--- src/rtl/mdu_exec_pkg.sv ---
// mdu_exec_pkg: MDU opcodes, FSM states and op-class helpers; MDU_MADD_EN makes MADD/MADDU/MSUB/MSUBU legal
package mdu_exec_pkg;
   localparam logic [3:0] OP_MULT  = 4'b0000;
   localparam logic [3:0] OP_MULTU = 4'b0001;
   localparam logic [3:0] OP_DIV   = 4'b0010;
   localparam logic [3:0] OP_DIVU  = 4'b0011;
   localparam logic [3:0] OP_MTHI  = 4'b0100;
   localparam logic [3:0] OP_MTLO  = 4'b0101;
   localparam logic [3:0] OP_MADD  = 4'b1000;
   localparam logic [3:0] OP_MADDU = 4'b1001;
   localparam logic [3:0] OP_MSUB  = 4'b1010;
   localparam logic [3:0] OP_MSUBU = 4'b1011;
`ifdef MDU_MADD_EN
   localparam bit MADD_EN = 1'b1;
`else
   localparam bit MADD_EN = 1'b0;
`endif
   typedef enum logic [1:0] {S_IDLE = 2'd0, S_RUN = 2'd1, S_FIX = 2'd2} state_t;
   function automatic logic is_mul(input logic [3:0] op);
      return op inside {OP_MULT, OP_MULTU} || (MADD_EN && op inside {OP_MADD, OP_MADDU, OP_MSUB, OP_MSUBU});
   endfunction
   function automatic logic is_div(input logic [3:0] op);
      return op inside {OP_DIV, OP_DIVU};
   endfunction
endpackage

--- src/rtl/mdu_exec_if.sv ---
// mdu_exec_if: issue/result bus between the pipeline (master) and the MDU (slave)
//  master drives start/op/rs_val/rt_val/flush; slave returns busy/done/divz/hi/lo
interface mdu_exec_if #(parameter int XLEN = 32);
   logic start;
   logic flush;
   logic [3:0] op;
   logic [XLEN-1:0] rs_val;
   logic [XLEN-1:0] rt_val;
   logic busy;
   logic done;
   logic divz;
   logic [XLEN-1:0] hi;
   logic [XLEN-1:0] lo;
   modport master (output start, flush, op, rs_val, rt_val, input busy, done, divz, hi, lo);
   modport slave (input start, flush, op, rs_val, rt_val, output busy, done, divz, hi, lo);
endinterface

--- src/rtl/mdu_exec_divider.sv ---
// mdu_exec_divider: unsigned restoring divider, one quotient bit per step
//  load latches dividend/divisor; step shifts one bit; quotient/remainder valid after XLEN steps
module mdu_exec_divider #(parameter int XLEN = 32) (
   input logic clock,
   input logic load,
   input logic step,
   input logic [XLEN-1:0] dividend,
   input logic [XLEN-1:0] divisor,
   output logic [XLEN-1:0] quotient,
   output logic [XLEN-1:0] remainder
);
   logic [XLEN-1:0] den;
   logic [XLEN:0] shifted;
   logic [XLEN:0] diff;
   assign shifted = {remainder, quotient[XLEN-1]};
   // msb of diff is the borrow: set means the trial subtract is undone
   assign diff = shifted - {1'b0, den};
   always_ff @(posedge clock) begin
      if (load) begin
         quotient <= dividend;
         remainder <= '0;
         den <= divisor;
      end else if (step) begin
         quotient <= {quotient[XLEN-2:0], ~diff[XLEN]};
         remainder <= diff[XLEN] ? shifted[XLEN-1:0] : diff[XLEN-1:0];
      end
   end
endmodule

--- src/rtl/mdu_exec.sv ---
// mdu_exec: iterative MULT/MULTU/DIV/DIVU unit owning HI/LO, single-cycle MTHI/MTLO; MDU_MADD_EN adds MADD/MSUB family
//  clock, reset (sync active-high); bus (slave): start/op/rs_val/rt_val/flush in, busy/done/divz/hi/lo out
module mdu_exec
   import mdu_exec_pkg::*;
#(
   parameter int XLEN = 32,
   parameter logic [XLEN-1:0] HILO_RST = '0
) (
   input logic clock,
   input logic reset,
   mdu_exec_if.slave bus
);
   localparam int CW = $clog2(XLEN);
   state_t state;
   logic [CW-1:0] cnt;
   logic [3:0] op_q;
   logic [XLEN-1:0] rs_q;
   logic [XLEN-1:0] a_q;
   logic [2*XLEN-1:0] prod;
   logic neg_q;
   logic neg_r;
   logic zero_q;
   logic sgn;
   logic accept;
   logic [XLEN-1:0] abs_rs;
   logic [XLEN-1:0] abs_rt;
   logic [XLEN-1:0] quo;
   logic [XLEN-1:0] rem;
   logic [XLEN:0] sum;
   logic [2*XLEN-1:0] prod_fix;
   logic [2*XLEN-1:0] acc;
   logic [XLEN-1:0] quo_fix;
   logic [XLEN-1:0] rem_fix;
   assign sgn = ~bus.op[0];
   assign accept = state == S_IDLE && bus.start && !bus.flush && (is_mul(bus.op) || is_div(bus.op));
   assign abs_rs = (sgn && bus.rs_val[XLEN-1]) ? -bus.rs_val : bus.rs_val;
   assign abs_rt = (sgn && bus.rt_val[XLEN-1]) ? -bus.rt_val : bus.rt_val;
   // multiplier in the low half of prod is consumed lsb-first as the partial sum shifts in from the top
   assign sum = {1'b0, prod[2*XLEN-1:XLEN]} + (prod[0] ? {1'b0, a_q} : '0);
   assign prod_fix = neg_q ? -prod : prod;
   assign quo_fix = neg_q ? -quo : quo;
   assign rem_fix = neg_r ? -rem : rem;
   assign acc = !(MADD_EN && op_q[3]) ? prod_fix :
                op_q[1] ? {bus.hi, bus.lo} - prod_fix : {bus.hi, bus.lo} + prod_fix;
   mdu_exec_divider #(.XLEN(XLEN)) u_div (
      .clock(clock),
      .load(accept),
      .step(state == S_RUN),
      .dividend(abs_rs),
      .divisor(abs_rt),
      .quotient(quo),
      .remainder(rem)
   );
   always_ff @(posedge clock) begin
      bus.done <= 1'b0;
      bus.divz <= 1'b0;
      if (reset) begin
         state <= S_IDLE;
         bus.busy <= 1'b0;
         bus.hi <= HILO_RST;
         bus.lo <= HILO_RST;
      end else if (bus.flush) begin
         state <= S_IDLE;
         bus.busy <= 1'b0;
      end else if (state == S_IDLE) begin
         if (accept) begin
            state <= S_RUN;
            bus.busy <= 1'b1;
            cnt <= '0;
            op_q <= bus.op;
            rs_q <= bus.rs_val;
            a_q <= abs_rs;
            prod <= {{XLEN{1'b0}}, abs_rt};
            neg_q <= sgn & (bus.rs_val[XLEN-1] ^ bus.rt_val[XLEN-1]);
            neg_r <= sgn & bus.rs_val[XLEN-1];
            zero_q <= bus.rt_val == '0;
         end else if (bus.start && bus.op == OP_MTHI)
            bus.hi <= bus.rs_val;
         else if (bus.start && bus.op == OP_MTLO)
            bus.lo <= bus.rs_val;
      end else if (state == S_RUN) begin
         cnt <= cnt + 1'b1;
         prod <= {sum, prod[XLEN-1:1]};
         if (cnt == CW'(XLEN - 1))
            state <= S_FIX;
      end else begin
         state <= S_IDLE;
         bus.busy <= 1'b0;
         bus.done <= 1'b1;
         if (is_div(op_q)) begin
            bus.divz <= zero_q;
            bus.lo <= zero_q ? '1 : quo_fix;
            bus.hi <= zero_q ? rs_q : rem_fix;
         end else begin
            bus.hi <= acc[2*XLEN-1:XLEN];
            bus.lo <= acc[XLEN-1:0];
         end
      end
   end
endmodule
--- src/flat_wrapper.sv ---
// flat-port wrapper written by rule: the top's interface ports become plain ports
module mdu_exec_flat import mdu_exec_pkg::*;
#(
   parameter int XLEN = 32,
   parameter logic [XLEN-1:0] HILO_RST = '0
)
  (clock, reset, bus_start, bus_flush, bus_op, bus_rs_val, bus_rt_val, bus_busy, bus_done, bus_divz, bus_hi, bus_lo);
  mdu_exec_if #(.XLEN(XLEN)) bus_i ();
  input logic clock;
  input logic reset;
  input wire logic [$bits(bus_i.start)-1:0] bus_start;
  input wire logic [$bits(bus_i.flush)-1:0] bus_flush;
  input wire logic [$bits(bus_i.op)-1:0] bus_op;
  input wire logic [$bits(bus_i.rs_val)-1:0] bus_rs_val;
  input wire logic [$bits(bus_i.rt_val)-1:0] bus_rt_val;
  output wire logic [$bits(bus_i.busy)-1:0] bus_busy;
  output wire logic [$bits(bus_i.done)-1:0] bus_done;
  output wire logic [$bits(bus_i.divz)-1:0] bus_divz;
  output wire logic [$bits(bus_i.hi)-1:0] bus_hi;
  output wire logic [$bits(bus_i.lo)-1:0] bus_lo;
  assign bus_i.start = bus_start;
  assign bus_i.flush = bus_flush;
  assign bus_i.op = bus_op;
  assign bus_i.rs_val = bus_rs_val;
  assign bus_i.rt_val = bus_rt_val;
  assign bus_busy = bus_i.busy;
  assign bus_done = bus_i.done;
  assign bus_divz = bus_i.divz;
  assign bus_hi = bus_i.hi;
  assign bus_lo = bus_i.lo;
  mdu_exec #(.XLEN(XLEN), .HILO_RST(HILO_RST)) u_core (.clock(clock), .reset(reset), .bus(bus_i));
endmodule
--- config.mk ---
export PLATFORM = sky130hd
export DESIGN_NAME = mdu_exec_flat
export DESIGN_NICKNAME = d
export VERILOG_FILES = /design/src/rtl/mdu_exec_pkg.sv /design/src/rtl/mdu_exec_if.sv /design/src/rtl/mdu_exec_divider.sv /design/src/rtl/mdu_exec.sv /design/src/flat_wrapper.sv
export SDC_FILE = /design/constraint.sdc
export NUM_CORES = 1
export LEC_CHECK = 0
export CAP_MARGIN = 20
export CORE_MARGIN = 1.5
export CORE_UTILIZATION = 45
export DETAILED_ROUTE_END_ITERATION = 8
export PLACE_DENSITY = 0.63
export SLEW_MARGIN = 20
export SYNTH_ARGS = -nofsm -noshare
export SYNTH_HDL_FRONTEND = slang
export SYNTH_SLANG_ARGS = --single-unit
export TNS_END_PERCENT = 100
--- constraint.sdc ---
create_clock -name clock -period 27.2 [get_ports clock]
set_clock_uncertainty 0.2 [all_clocks]
set_input_delay 2.72 -clock clock [delete_from_list [all_inputs] [get_ports clock]]
set_output_delay 2.72 -clock clock [all_outputs]
set_load 0.005 [all_outputs]
==> results.py <==
metrics = {
    "outcome": {
        "status": "complete, no violations",
    },
    "sta": {
        "drv_slew": 0,
        "min_period_ns": 5.91,
        "slew_headroom_pct": 28.9,
        "worstMarginPinSlew_ns": 1.07,
        "setup_viol": 0,
        "hold_viol": 0,
        "fmax_mhz": 169,
        "tns_ns": 0,
        "rsz0062_at_grt": "false",
        "fin_crit_sh_pct": 21.7,
    },
    "yosys": {
        "synth_top_flop_cell": "edfxtp_1",
        "synth_cell_types": 83,
        "ys_async_sr_fraction_pct": 0,
        "synth_edf_count": 202,
        "ys_seq_area_share_pct": 41.0,
        "yosys_register_bits": 303,
        "postSynthAreaPerCell_um2": 8.93,
        "yosysWarnings": 0,
        "syn-cell-area_mm2": 0.0197,
        "synth_cells": 2210,
        "synth_nets": 2355,
    },
    "clock_tree": {
        "post_cts_buffers": 0,
        "tritoncts": "built",
        "clk_path_buf_depth": 3,
        "cts_buffers": 37,
        "clock_latency_ns": 0.55,
        "cts_sinks": 303,
        "cts_hold_buf": 0,
        "ctsResizeCount": 0,
        "clk_pin_slew_ns": 0.06,
        "cts_root_buf": "clkbuf_16",
        "htree_levels": 2,
    },
    "setup_path": {
        "startpoint": "bus_rs_val[2]",
        "setup.worst_path.start_class": "input pin",
        "cp.arrival_ns": 6.02,
        "reg2reg_slack_ns": 22.45,
        "worst-setup-path-type": "input pin to flip-flop",
        "cp.required_ns": 27.30,
        "crit_fanout": 8,
        "reg2reg_from": "u_core.u_div.quotient[31]$_DFFE_PP_",
        "end_kind": "flip-flop",
    },
    "power_and_ir_drop": {
        "internal_power_w": 0.000965,
        "irDropWorstVdd_uv": 56.2,
        "clockPowerShare_pct": 34.5,
        "p_sw_w": 0.000472,
        "p_sw_share_pct": 32.8,
        "finalPower_w": 0.00144,
        "powerDensity_mw_per_mm2": 63.0,
        "p_leak_nw": 8.34,
        "power_frac_seq_pct": 39.3,
        "power_frac_comb_pct": 26.2,
    },
    "detailed_routing": {
        "firstDrtPassIters": 7,
        "totalWireLength_mm": 69.2,
        "dr_total_vias": 17855,
        "wl_per_cell_um": 23.8,
        "drcViolationCount": 0,
        "drtIter0Drc": 2001,
        "ant_nets": 0,
        "viasPerCell": 6.14,
    },
    "floorplanning": {
        "io_pins": 139,
        "core_mm2": 0.0432,
        "rows": 76,
        "dieArea_mm2": 0.0451,
        "start_util_pct": 45.7,
        "dieHeight_um": 212,
        "chipWidth_um": 212,
    },
    "global_route": {
        "grtUsageTotal_pct": 30.5,
        "grt_pass1_wl_mm": 104,
        "antenna_found_initial": 2,
        "grt_start_max_net_pins": 82,
        "first_global_vias": 16604,
        "grt_overflow": 0,
    },
    "final_layout": {
        "diodes": 0,
        "design_area_mm2": 0.0228,
        "layout-drive-gt1-share_pct": 5.34,
        "layout.nets": 2441,
        "fin_cells": 2908,
        "syn_to_final_growth_pct": 15.6,
    },
    "placed_design": {
        "gp_congestion": 0.947,
        "port_buffers": 138,
        "dp_hpwl_mm": 50.5,
        "place_inst": 2842,
        "post_dp_cell_area_mm2": 0.0216,
    },
    "hold_path": {
        "hold_path.class": "flip-flop to flip-flop",
        "hold_start": "u_core.bus.busy$_SDFFE_PN0P_",
    },
    "run": {
        "cap_violations": 0,
    },
}
## synthesized netlist by cell type (5+ instances only)
cell type    n  share of area, %
mux2_2       9              0.51
a31oi_1     12              0.38
a311oi_1    22              0.98
a21oi_1    114               2.9
xor2_1     103               4.6
o21ai_0    153               3.9
mux2i_1     35               1.8
o221ai_1    12              0.53
or4_1       21              0.80
nand3_1     25              0.63
nor4_1      27              0.86
and4_1       5              0.22
or2_2       10              0.32
nor2b_1     12              0.38
nand4_1     17              0.54
o21a_1      15              0.57
nor3_1      84               2.1
dfxtp_1    101                10
inv_1       67               1.3
ha_1        71               4.5
or3_1       21              0.67
o31ai_1     36               1.4
nor2_1     200               3.8
and2_1      40               1.3
o22ai_1     14              0.44
clkbuf_1    96               1.8
xnor2_1    122               5.4
and3_1      12              0.38
o41ai_1     21              0.93
o211ai_1    13              0.49
nand2_1    306               5.8
a21o_1      28               1.1
o311ai_0     7              0.31
o21bai_1     6              0.23
edfxtp_1   202                31
buf_1       15              0.29
a221oi_1    14              0.62
nand2b_1    19              0.60
a211oi_1    35               1.3
## layout by cell type, fill, tap and decap left out, drive strengths merged, types with 10 or more instances in the layout
cell type,synthesis,routed
nand2,306,306
edfxtp,202,202
nor2,202,202
o21ai,155,155
clkdlybuf4s50,0,137
xnor2,122,122
a21oi,114,114
xor2,103,103
dfxtp,101,101
nor3,86,86
ha,71,71
inv,67,67
clkbuf,96,53
and2,40,40
o31ai,38,38
a211oi,36,36
mux2i,35,35
a21o,28,28
nor4,28,28
nand3,27,27
o41ai,26,26
buf,19,25
or4,25,25
or3,23,23
a311oi,22,22
nand2b,19,19
nand4,17,17
o21a,15,15
o22ai,14,14
a221oi,14,14
o211ai,13,13
and3,12,12
a31oi,12,12
o221ai,12,12
nor2b,12,12
or2,11,11
clkinv,0,10
## critical path, stage by stage
cell,delay [ns]
clkdlybuf4s50_1,0.73
or4_4,0.66
nor4_2,0.19
nand2_1,0.18
nor2_2,0.20
and3_1,0.28
or3b_1,0.43
o31ai_2,0.22
xnor2_1,0.11
mux2_2,0.27
## power groups by stage
stage,sequential [W],combinational (W),clock (W)
after floorplan,0.000553,0.000269,0
after global placement,0.000572,0.000366,0
after detailed placement,0.000572,0.000369,0
after CTS,0.000563,0.000372,0.000502
after global routing,0.000568,0.000413,0.000520
final,0.000564,0.000377,0.000496
## sequential cells by signal, indices dropped and copies added, names as in the netlist, 2 cells and up
signal and flops:
u_core.u_div.quotient 32, u_core.op_q 3, u_core.rs_q 31, u_core.prod 64
u_core.bus.lo 32, u_core.a_q 32, u_core.cnt 5, u_core.u_div.remainder 32
u_core.bus.hi 32, u_core.u_div.den 32, u_core.state 2
## per-layer routing
metal	up-vias	global-route usage, %	share of wire, %
met5	-	0	0.016
met4	2	10.8	3.7
met3	147	5.10	8.7
met2	885	47.0	44
met1	8552	43.2	44
li1	8269	-	-
## cell type report
cell class | count | area, um^2
inverters | 67 | 251
flip-flops and latches | 303 | 8090
repair buffers | 162 | 1560
well taps | 585 | 732
clock buffers | 53 | 1040
clock inverters | 13 | 139
fillers | 4080 | 20400
multi-input cells | 1725 | 11000
## final timing paths
path,end,cells past startpoint
worst min register to register,u_core.bus.busy$_SDFFE_PN0P_,2
worst min-delay path,u_core.bus.busy$_SDFFE_PN0P_,2
worst max-delay path,u_core.u_div.quotient[29]$_DFFE_PP_,10
worst max register to register,u_core.u_div.remainder[26]$_SDFFE_PP0P_,13
## stage by stage
step	setup WS, ns	hold WS (ns)	utilization (%)
2_1_floorplan	16.67	0.253	-
3_3_place_gp	20.88	0.250	50.1
3_5_place_dp	20.82	0.257	50.1
4_1_cts	21.41	0.264	52.8
5_1_grt	21.14	0.283	52.8
6_report	21.29	0.260	52.8
## kinds of logic after synthesis
family          share of synthesized area (%)
compound gates                           18.7
xor+xnor                                 9.98
fa+ha+maj                                4.70
buf+inv                                  3.52
flops                                    41.0
mux                                      2.29
simple gates                             19.8
Note: power is estimated with default switching activity, not from simulation.
